<file path="src/rtl/pe_array_ctrl.sv">
// pe_array_ctrl
// Frame-level sequencer for an array of background-removal PEs.
// It starts the sum phase, waits for every PE, reduces the per-PE colour
// sums into an average background colour, then runs background removal.
//
// Ports:
//   Clk, Reset                 clock, synchronous active-high reset
//   Start                      frame request, sampled only in IDLE
//   Sum_Done, Bg_Done          per-PE completion flags (all bits must be set)
//   red/green/blue_sum_in      flattened per-PE sums, PE k at [k*SUM_W +: SUM_W]
//   Start_Sum, Start_BgRemoval, Ack   broadcast controls to all PEs
//   red/green/blue_exp         averaged, saturated background colour
//   Busy, Done, Err            status (Done is a one-cycle pulse, Err is sticky)
//   Qi..Qd                     one-hot state bits
//
// Handshake: Start is a level request that is only looked at in IDLE and is
// never queued. Sum_Done/Bg_Done are levels held by the PEs; the wait
// states advance only when every bit is high. Ack releases the PEs.
module pe_array_ctrl #(
    parameter int NUM_PE     = 4,
    parameter int SUM_W      = 16,
    parameter int LOG2_TOTAL = 2,
    parameter int TIMEOUT    = 1023
) (
    input  logic                    Clk,
    input  logic                    Reset,
    input  logic                    Start,
    input  logic [NUM_PE-1:0]       Sum_Done,
    input  logic [NUM_PE-1:0]       Bg_Done,
    input  logic [NUM_PE*SUM_W-1:0] red_sum_in,
    input  logic [NUM_PE*SUM_W-1:0] green_sum_in,
    input  logic [NUM_PE*SUM_W-1:0] blue_sum_in,
    output logic                    Start_Sum,
    output logic                    Start_BgRemoval,
    output logic                    Ack,
    output logic [7:0]              red_exp,
    output logic [7:0]              green_exp,
    output logic [7:0]              blue_exp,
    output logic                    Busy,
    output logic                    Done,
    output logic                    Err,
    output logic                    Qi,
    output logic                    Qss,
    output logic                    Qsw,
    output logic                    Qacc,
    output logic                    Qavg,
    output logic                    Qbs,
    output logic                    Qbw,
    output logic                    Qd
);

    localparam int IW = (NUM_PE > 1) ? $clog2(NUM_PE) : 1;
    localparam int AW = SUM_W + $clog2(NUM_PE);
    localparam int TW = $clog2(TIMEOUT + 1);

    // One-hot encoding: each state bit is its own flop, so the Moore
    // outputs below are straight flop outputs.
    typedef enum logic [7:0] {
        S_IDLE      = 8'h01,
        S_SUM_START = 8'h02,
        S_SUM_WAIT  = 8'h04,
        S_ACCUM     = 8'h08,
        S_AVG       = 8'h10,
        S_BG_START  = 8'h20,
        S_BG_WAIT   = 8'h40,
        S_DONE      = 8'h80
    } state_t;

    state_t          state_q, state_d;
    logic [IW-1:0]   idx_q, idx_d;
    logic [TW-1:0]   cnt_q, cnt_d;
    logic [AW-1:0]   acc_r_q, acc_r_d;
    logic [AW-1:0]   acc_g_q, acc_g_d;
    logic [AW-1:0]   acc_b_q, acc_b_d;
    logic [7:0]      exp_r_q, exp_r_d;
    logic [7:0]      exp_g_q, exp_g_d;
    logic [7:0]      exp_b_q, exp_b_d;
    logic            err_q, err_d;

    logic [SUM_W-1:0] red_sel, green_sel, blue_sel;
    logic [TW-1:0]    cnt_inc;

    assign red_sel   = red_sum_in[idx_q*SUM_W +: SUM_W];
    assign green_sel = green_sum_in[idx_q*SUM_W +: SUM_W];
    assign blue_sel  = blue_sum_in[idx_q*SUM_W +: SUM_W];
    assign cnt_inc   = cnt_q + TW'(1);

    // Average = total >> LOG2_TOTAL, clamped to the 8-bit colour range.
    function automatic logic [7:0] avg_sat(input logic [AW-1:0] acc);
        logic [AW-1:0] sh;
        sh = acc >> LOG2_TOTAL;
        if (sh > AW'(255)) begin
            return 8'hFF;
        end
        return sh[7:0];
    endfunction

    always_comb begin
        state_d = state_q;
        idx_d   = idx_q;
        cnt_d   = cnt_q;
        acc_r_d = acc_r_q;
        acc_g_d = acc_g_q;
        acc_b_d = acc_b_q;
        exp_r_d = exp_r_q;
        exp_g_d = exp_g_q;
        exp_b_d = exp_b_q;
        err_d   = err_q;
        unique case (state_q)
            S_IDLE: begin
                if (Start) begin
                    state_d = S_SUM_START;
                    err_d   = 1'b0;
                end
            end
            S_SUM_START: begin
                cnt_d   = '0;
                state_d = S_SUM_WAIT;
            end
            S_SUM_WAIT: begin
                // Done flags win over a timeout landing on the same edge.
                if (&Sum_Done) begin
                    state_d = S_ACCUM;
                    idx_d   = '0;
                    acc_r_d = '0;
                    acc_g_d = '0;
                    acc_b_d = '0;
                end else begin
                    cnt_d = cnt_inc;
                    if (cnt_inc == TW'(TIMEOUT)) begin
                        err_d   = 1'b1;
                        state_d = S_IDLE;
                    end
                end
            end
            S_ACCUM: begin
                acc_r_d = acc_r_q + AW'(red_sel);
                acc_g_d = acc_g_q + AW'(green_sel);
                acc_b_d = acc_b_q + AW'(blue_sel);
                idx_d   = idx_q + IW'(1);
                if (idx_q == IW'(NUM_PE - 1)) begin
                    state_d = S_AVG;
                end
            end
            S_AVG: begin
                exp_r_d = avg_sat(acc_r_q);
                exp_g_d = avg_sat(acc_g_q);
                exp_b_d = avg_sat(acc_b_q);
                state_d = S_BG_START;
            end
            S_BG_START: begin
                cnt_d   = '0;
                state_d = S_BG_WAIT;
            end
            S_BG_WAIT: begin
                if (&Bg_Done) begin
                    state_d = S_DONE;
                end else begin
                    cnt_d = cnt_inc;
                    if (cnt_inc == TW'(TIMEOUT)) begin
                        err_d   = 1'b1;
                        state_d = S_IDLE;
                    end
                end
            end
            S_DONE: begin
                state_d = S_IDLE;
            end
            default: begin
                state_d = S_IDLE;
            end
        endcase
    end

    always_ff @(posedge Clk) begin
        if (Reset) begin
            state_q <= S_IDLE;
            idx_q   <= '0;
            cnt_q   <= '0;
            acc_r_q <= '0;
            acc_g_q <= '0;
            acc_b_q <= '0;
            exp_r_q <= '0;
            exp_g_q <= '0;
            exp_b_q <= '0;
            err_q   <= 1'b0;
        end else begin
            state_q <= state_d;
            idx_q   <= idx_d;
            cnt_q   <= cnt_d;
            acc_r_q <= acc_r_d;
            acc_g_q <= acc_g_d;
            acc_b_q <= acc_b_d;
            exp_r_q <= exp_r_d;
            exp_g_q <= exp_g_d;
            exp_b_q <= exp_b_d;
            err_q   <= err_d;
        end
    end

    assign Qi   = state_q[0];
    assign Qss  = state_q[1];
    assign Qsw  = state_q[2];
    assign Qacc = state_q[3];
    assign Qavg = state_q[4];
    assign Qbs  = state_q[5];
    assign Qbw  = state_q[6];
    assign Qd   = state_q[7];

    assign Start_Sum       = state_q[1];
    assign Start_BgRemoval = state_q[5];
    assign Ack             = state_q[4] | state_q[7];
    assign Done            = state_q[7];
    assign Busy            = ~state_q[0];
    assign Err             = err_q;

    assign red_exp   = exp_r_q;
    assign green_exp = exp_g_q;
    assign blue_exp  = exp_b_q;

endmodule
</file>
<file path="config.mk">
export PLATFORM = sky130hd
export DESIGN_NAME = pe_array_ctrl
export DESIGN_NICKNAME = d
export VERILOG_FILES = /design/src/rtl/pe_array_ctrl.sv
export SDC_FILE = /design/constraint.sdc
export NUM_CORES = 1
export LEC_CHECK = 0
export CELL_PAD_IN_SITES_DETAIL_PLACEMENT = 0
export CELL_PAD_IN_SITES_GLOBAL_PLACEMENT = 1
export CORE_MARGIN = 2
export CORE_UTILIZATION = 31
export DETAILED_ROUTE_END_ITERATION = 10
export PLACE_DENSITY_LB_ADDON = 0.1
export SYNTH_ARGS = -nofsm -noshare
export SYNTH_HDL_FRONTEND = slang
export SYNTH_SLANG_ARGS = --single-unit
</file>
<file path="constraint.sdc">
create_clock -name Clk -period 3.4 [get_ports Clk]
set_input_delay 0.68 -clock Clk [delete_from_list [all_inputs] [get_ports Clk]]
set_output_delay 0.68 -clock Clk [all_outputs]
set_load 0.02 [all_outputs]
</file>
---- Word level (Yosys, flattened, before mapping) ----
Index checks and enable logic that the tools add are counted.
word-level totals
  flip-flop bits (word level) ............. 99
  word-level logic and storage cells ...... 79
  input port bits ......................... 203
  output and inout port bits .............. 38
operators by class
  add/sub/neg operators ................... 5
  eq/ne operators ......................... 14
  shift operators ......................... 3
  reductions and logical operators ........ 10
  bitwise operators ....................... 2
  multiplexer cells ....................... 32
  magnitude comparators ................... 3
operator list
  operator                 count
  $shiftx A64 B7 Y16       3
  $pmux W18 S2             3
  $mux W8                  11
  $pmux W8 S7              1
  $add A18 B16 Y18         3
  $gt A16 B8 Y1 const B    3
  $pmux W10 S3             1
  $mux W10                 2
  $mux W18                 1
  $reduce_and A4 Y1        3
  $add A10 B1 Y10 const B  1
  $eq A10 B10 Y1 const B   1
  $mux W1                  10
  $ne A2 B2 Y1 const B     5
  $eq A8 B1 Y1 const B     1
  $eq A8 B2 Y1 const B     1
  $eq A8 B3 Y1 const B     1
  $eq A8 B4 Y1 const B     1
  $eq A8 B5 Y1 const B     1
  $eq A8 B6 Y1 const B     1
  $eq A8 B7 Y1 const B     1
  $reduce_bool A3 Y1       2
  $pmux W2 S2              1
  $reduce_and A2 Y1        2
  other kinds (9)          9

---- Logic depth before layout (Yosys ltp) ----
  word-level depth ........................ 5
  gate-level depth with buffers ........... 13
  gate-level depth less buffers ........... 11

---- Least setup slack after synthesis ----
Ideal clock, no wire load.
  path type ............................... register -> register
  start point ............................. register idx_q[0]
  end point ............................... register acc_g_q[17]
  data arrival time ....................... 3.289 ns
  stages on the path, launching flop included .. 12
  path buffers ............................ 2
  setup slack ............................. -0.031 ns
  period minus slack after synthesis ...... 3.431 ns
  cells stage by stage .................... dfxtp_1 clkbuf_1 clkbuf_1 mux4_2 ha_1 a2111oi_0 o21ai_0 a311oi_1 o31a_1 nor2b_1 o2111ai_1 o311ai_0
on the way
  cells in the longest elaborated chain, start to end .. 3
ends and longest elaborated chain
  element                   RTL line  source
  start: declaration        70        logic [IW-1:0] idx_q, idx_d;
  start signal: assignment  189       idx_q <= idx_d;
  $shiftx A64 B7 Y16        84        assign green_sel = green_sum_in[idx_q*SUM_W +: SUM_W];
  $add A18 B16 Y18          138       acc_g_d = acc_g_q + AW'(green_sel);
  $pmux W18 S2              109       unique case (state_q)
  end signal: assignment    192       acc_g_q <= acc_g_d;
  end: declaration          73        logic [AW-1:0] acc_g_q, acc_g_d;
No other way between the ends.
A chain may end at the register's enable or synchronous reset.

---- Worst setup path in the final report ----
  start point ............................. input port blue_sum_in[49]
  end point ............................... register acc_b_q[17]
on the way
  cells in the longest elaborated chain, start to end .. 3
ends and longest elaborated chain
  element                 RTL line  source
  start: declaration      32        input logic [NUM_PE*SUM_W-1:0] blue_sum_in,
  $shiftx A64 B7 Y16      85        assign blue_sel = blue_sum_in[idx_q*SUM_W +: SUM_W];
  $add A18 B16 Y18        139       acc_b_d = acc_b_q + AW'(blue_sel);
  $pmux W18 S2            109
  end signal: assignment  182       acc_b_q <= '0;
  end signal: assignment  193       acc_b_q <= acc_b_d;
  end: declaration        74        logic [AW-1:0] acc_b_q, acc_b_d;
No other way between the ends.

==> metrics <==
outcome completed; Tmin final 3240 ps; Seq/Total Area, Yosys 27.4%; initial antenna violation count 2; core area 0.0228 sq mm; max_cap viols 0; count of cell types in the netlist 66; CTS max path bufs 2; clock sink count 99; DR WL/cell 16.9 microns; routed wire length 23500 microns; area delta synth->final 49.2%; Post-synth top flop dfxtp_1; Hold Fails Final Rpt 0; CTS clk-pin slew, worst paths 70 ps; Syn Nets 1051; Synth top area share 27.4%; Yosys top cell by area dfxtp_1; asr flop ratio synth 0%; placed insts 1374; Syn Area/Cell 9.11 sq um; total congestion overflow 0; global-route wire length before repair 37500 microns; PD cells 266 mW/mm^2; crit path kind in -> reg; peak supply drop 0.211 mV; DR vias/cell 5.26; critical path startpoint category input port; Max FO, Critical Path 3; Synth Instances 794; Tightest Pin Transition 975 ps; Leak 4.10 nW; hold_buf cts 0; fillers 2217; DR iter-0 viols 367; Worst Path Arrival 3530 ps; CTS tree done; Setup Total Neg Slack 0 ps; Worst Setup End Kind flip-flop; worst-path cell chain clkdlybuf4s50_1 > mux4_2 > ha_1 > a211oi_1 > o21ai_0 > a41oi_1 > a2111oi_2 > mux2_1 > nor2_1; Global Route Usage Sum 19.3%; Tot Pwr 2.87 mW; hold crit path type reg -> reg; Detailed Routing Iterations Pass 1 4; vias 7314; dpl hpwl 18100 microns; Max-slew headroom 35.0%; row cnt 55; area of the multi-input gates 0.00500 sq mm; Crit path required time 3690 ps; yosys warns 0; Die Y 157 microns; GPL Wtd Cong 0.836; port buffer count 240; non-filler instance count after layout 1391; nets@finish 1329; Post-synth EDFFs 0; pin count of the biggest net entering global routing 34; DRC Markers 0; slowest stage delay, CP 530 ps; register cell area after layout 0.00199 sq mm; Final ANT Viol Nets 0; Setup Slack @ Placement -265 ps; clock latency on the worst-skew pair 350 ps; CTS H-tree lvls 3; IO Pins 241; cts bufs inserted 9; worst clock skew 9.13 ps; max frequency 309 MHz; leading cell types by total area after synthesis dfxtp_1 27%, mux4_2 15%, ha_1 8.8%; critical path's slowest cell mux4_2; clock root cell clkbuf_16; vias in the first global route 7328; worst hold slack 480 ps; Final Cycle Share 95.2%; setup ws final 162 ps; flops & latches, synth 99; die width 157 microns; Final Setup Violations 0; die area 0.0246 sq mm; Cell Area, Synth 0.00723 sq mm; Slew Limit Fails 0; Starting Density 31.8%; layout cells sized above 1 16.1%
-- power breakdown --
part           switching [mW]  total [mW]  internal, mW
sequential            0.00611        1.17          1.16
combinational           0.152       0.466         0.314
clock                   0.477        1.23         0.757
-- area by class of cell --
class	count	share of cell area, %
Tap cell	313	3.63
Multi-Input combinational cell	630	46.3
Sequential cell	99	18.4
Timing Repair Buffer	313	27.7
Clock inverter	4	0.893
Antenna cell	2	0.0464
Clock buffer	11	2.34
Inverter	19	0.661
-- cells in the mapped netlist (19+ instances only) --
master     n
dfxtp_1   99
nor2_1    51
ha_1      51
nand2_1   82
a21oi_1   55
xor2_1    19
xnor2_1   22
mux4_2    48
nand3_1   35
o221a_2   24
o21ai_0   55
clkbuf_1  30
-- critical path, delay by kind of cell --
| family | cells | cell delay [ps] |
|---|---|---|
| AO/OA/AOI/OAI | 4 | 1210 |
| multiplexers | 2 | 850 |
| buffers and inverters | 1 | 400 |
| adder cells (fa/ha/maj) | 1 | 310 |
| AND/OR/NAND/NOR | 1 | 80 |
-- metrics by stage --
step,instance area (sq um),utilization [%]
final,10800,47.4
after global routing,10800,47.4
after CTS,10800,47.3
after detailed placement,10400,45.7
after global placement,10400,45.7
after floorplan,7240,-
-- cells by family after synthesis --
group	share of synthesized area, %
xor gates and xnor gates	4.96
AOI/OAI and AO/OA	22.6
DFF	27.4
adders and majority gates	9.65
muxes	15.4
and+or+nand+nor	16.2
buffers and inverters	3.79
-- final timing paths --
path / startpoint / cells past startpoint / end / slack [ps]
hold / removal: cnt_q[9] / 2 / cnt_q[9] / 480
setup / recovery: blue_sum_in[49] / 9 / acc_b_q[17] / 160
setup reg to reg: idx_q[0] / 9 / acc_b_q[17] / 250
hold reg to reg: cnt_q[9] / 2 / cnt_q[9] / 480
-- placed cells by master (no fill, tap or decap), types with 15 or more instances in the layout --
cell type and count:
a21oi_1 55, a31oi_1 15, buf_4 69, clkdlybuf4s50_1 239, dfxtp_1 97, ha_1 51
inv_1 18, mux4_2 48, nand2_1 82, nand3_1 35, nor2_1 51, o21ai_0 54
o221a_2 24, xnor2_1 22, xor2_1 19
-- routing by layer --
metal / vias up / wire [microns] / share of wire, % / global-route usage, %
li1: 3629 / - / - / -
met1: 3482 / 10600 / 45 / 24.8
met2: 189 / 11500 / 49 / 33.4
met3: 14 / 1250 / 5.3 / 3.96
met4: 0 / 171 / 0.73 / 4.06
met5: - / 0 / 0 / 0
-- timing repair --
item | in CTS | in global routing
setup endpoints to repair | 0 | 6
setup buffers | 0 | 0
resized for setup | 0 | 8
-- sequential cells by signal (all words and copies together) (netlist names) --
register and flops:
state_q 8, red_exp 8, Err 1, idx_q 2
acc_g_q 18, green_exp 8, blue_exp 8, acc_b_q 18
cnt_q 10, acc_r_q 18
No activity file was read; power rests on OpenSTA's default activity.
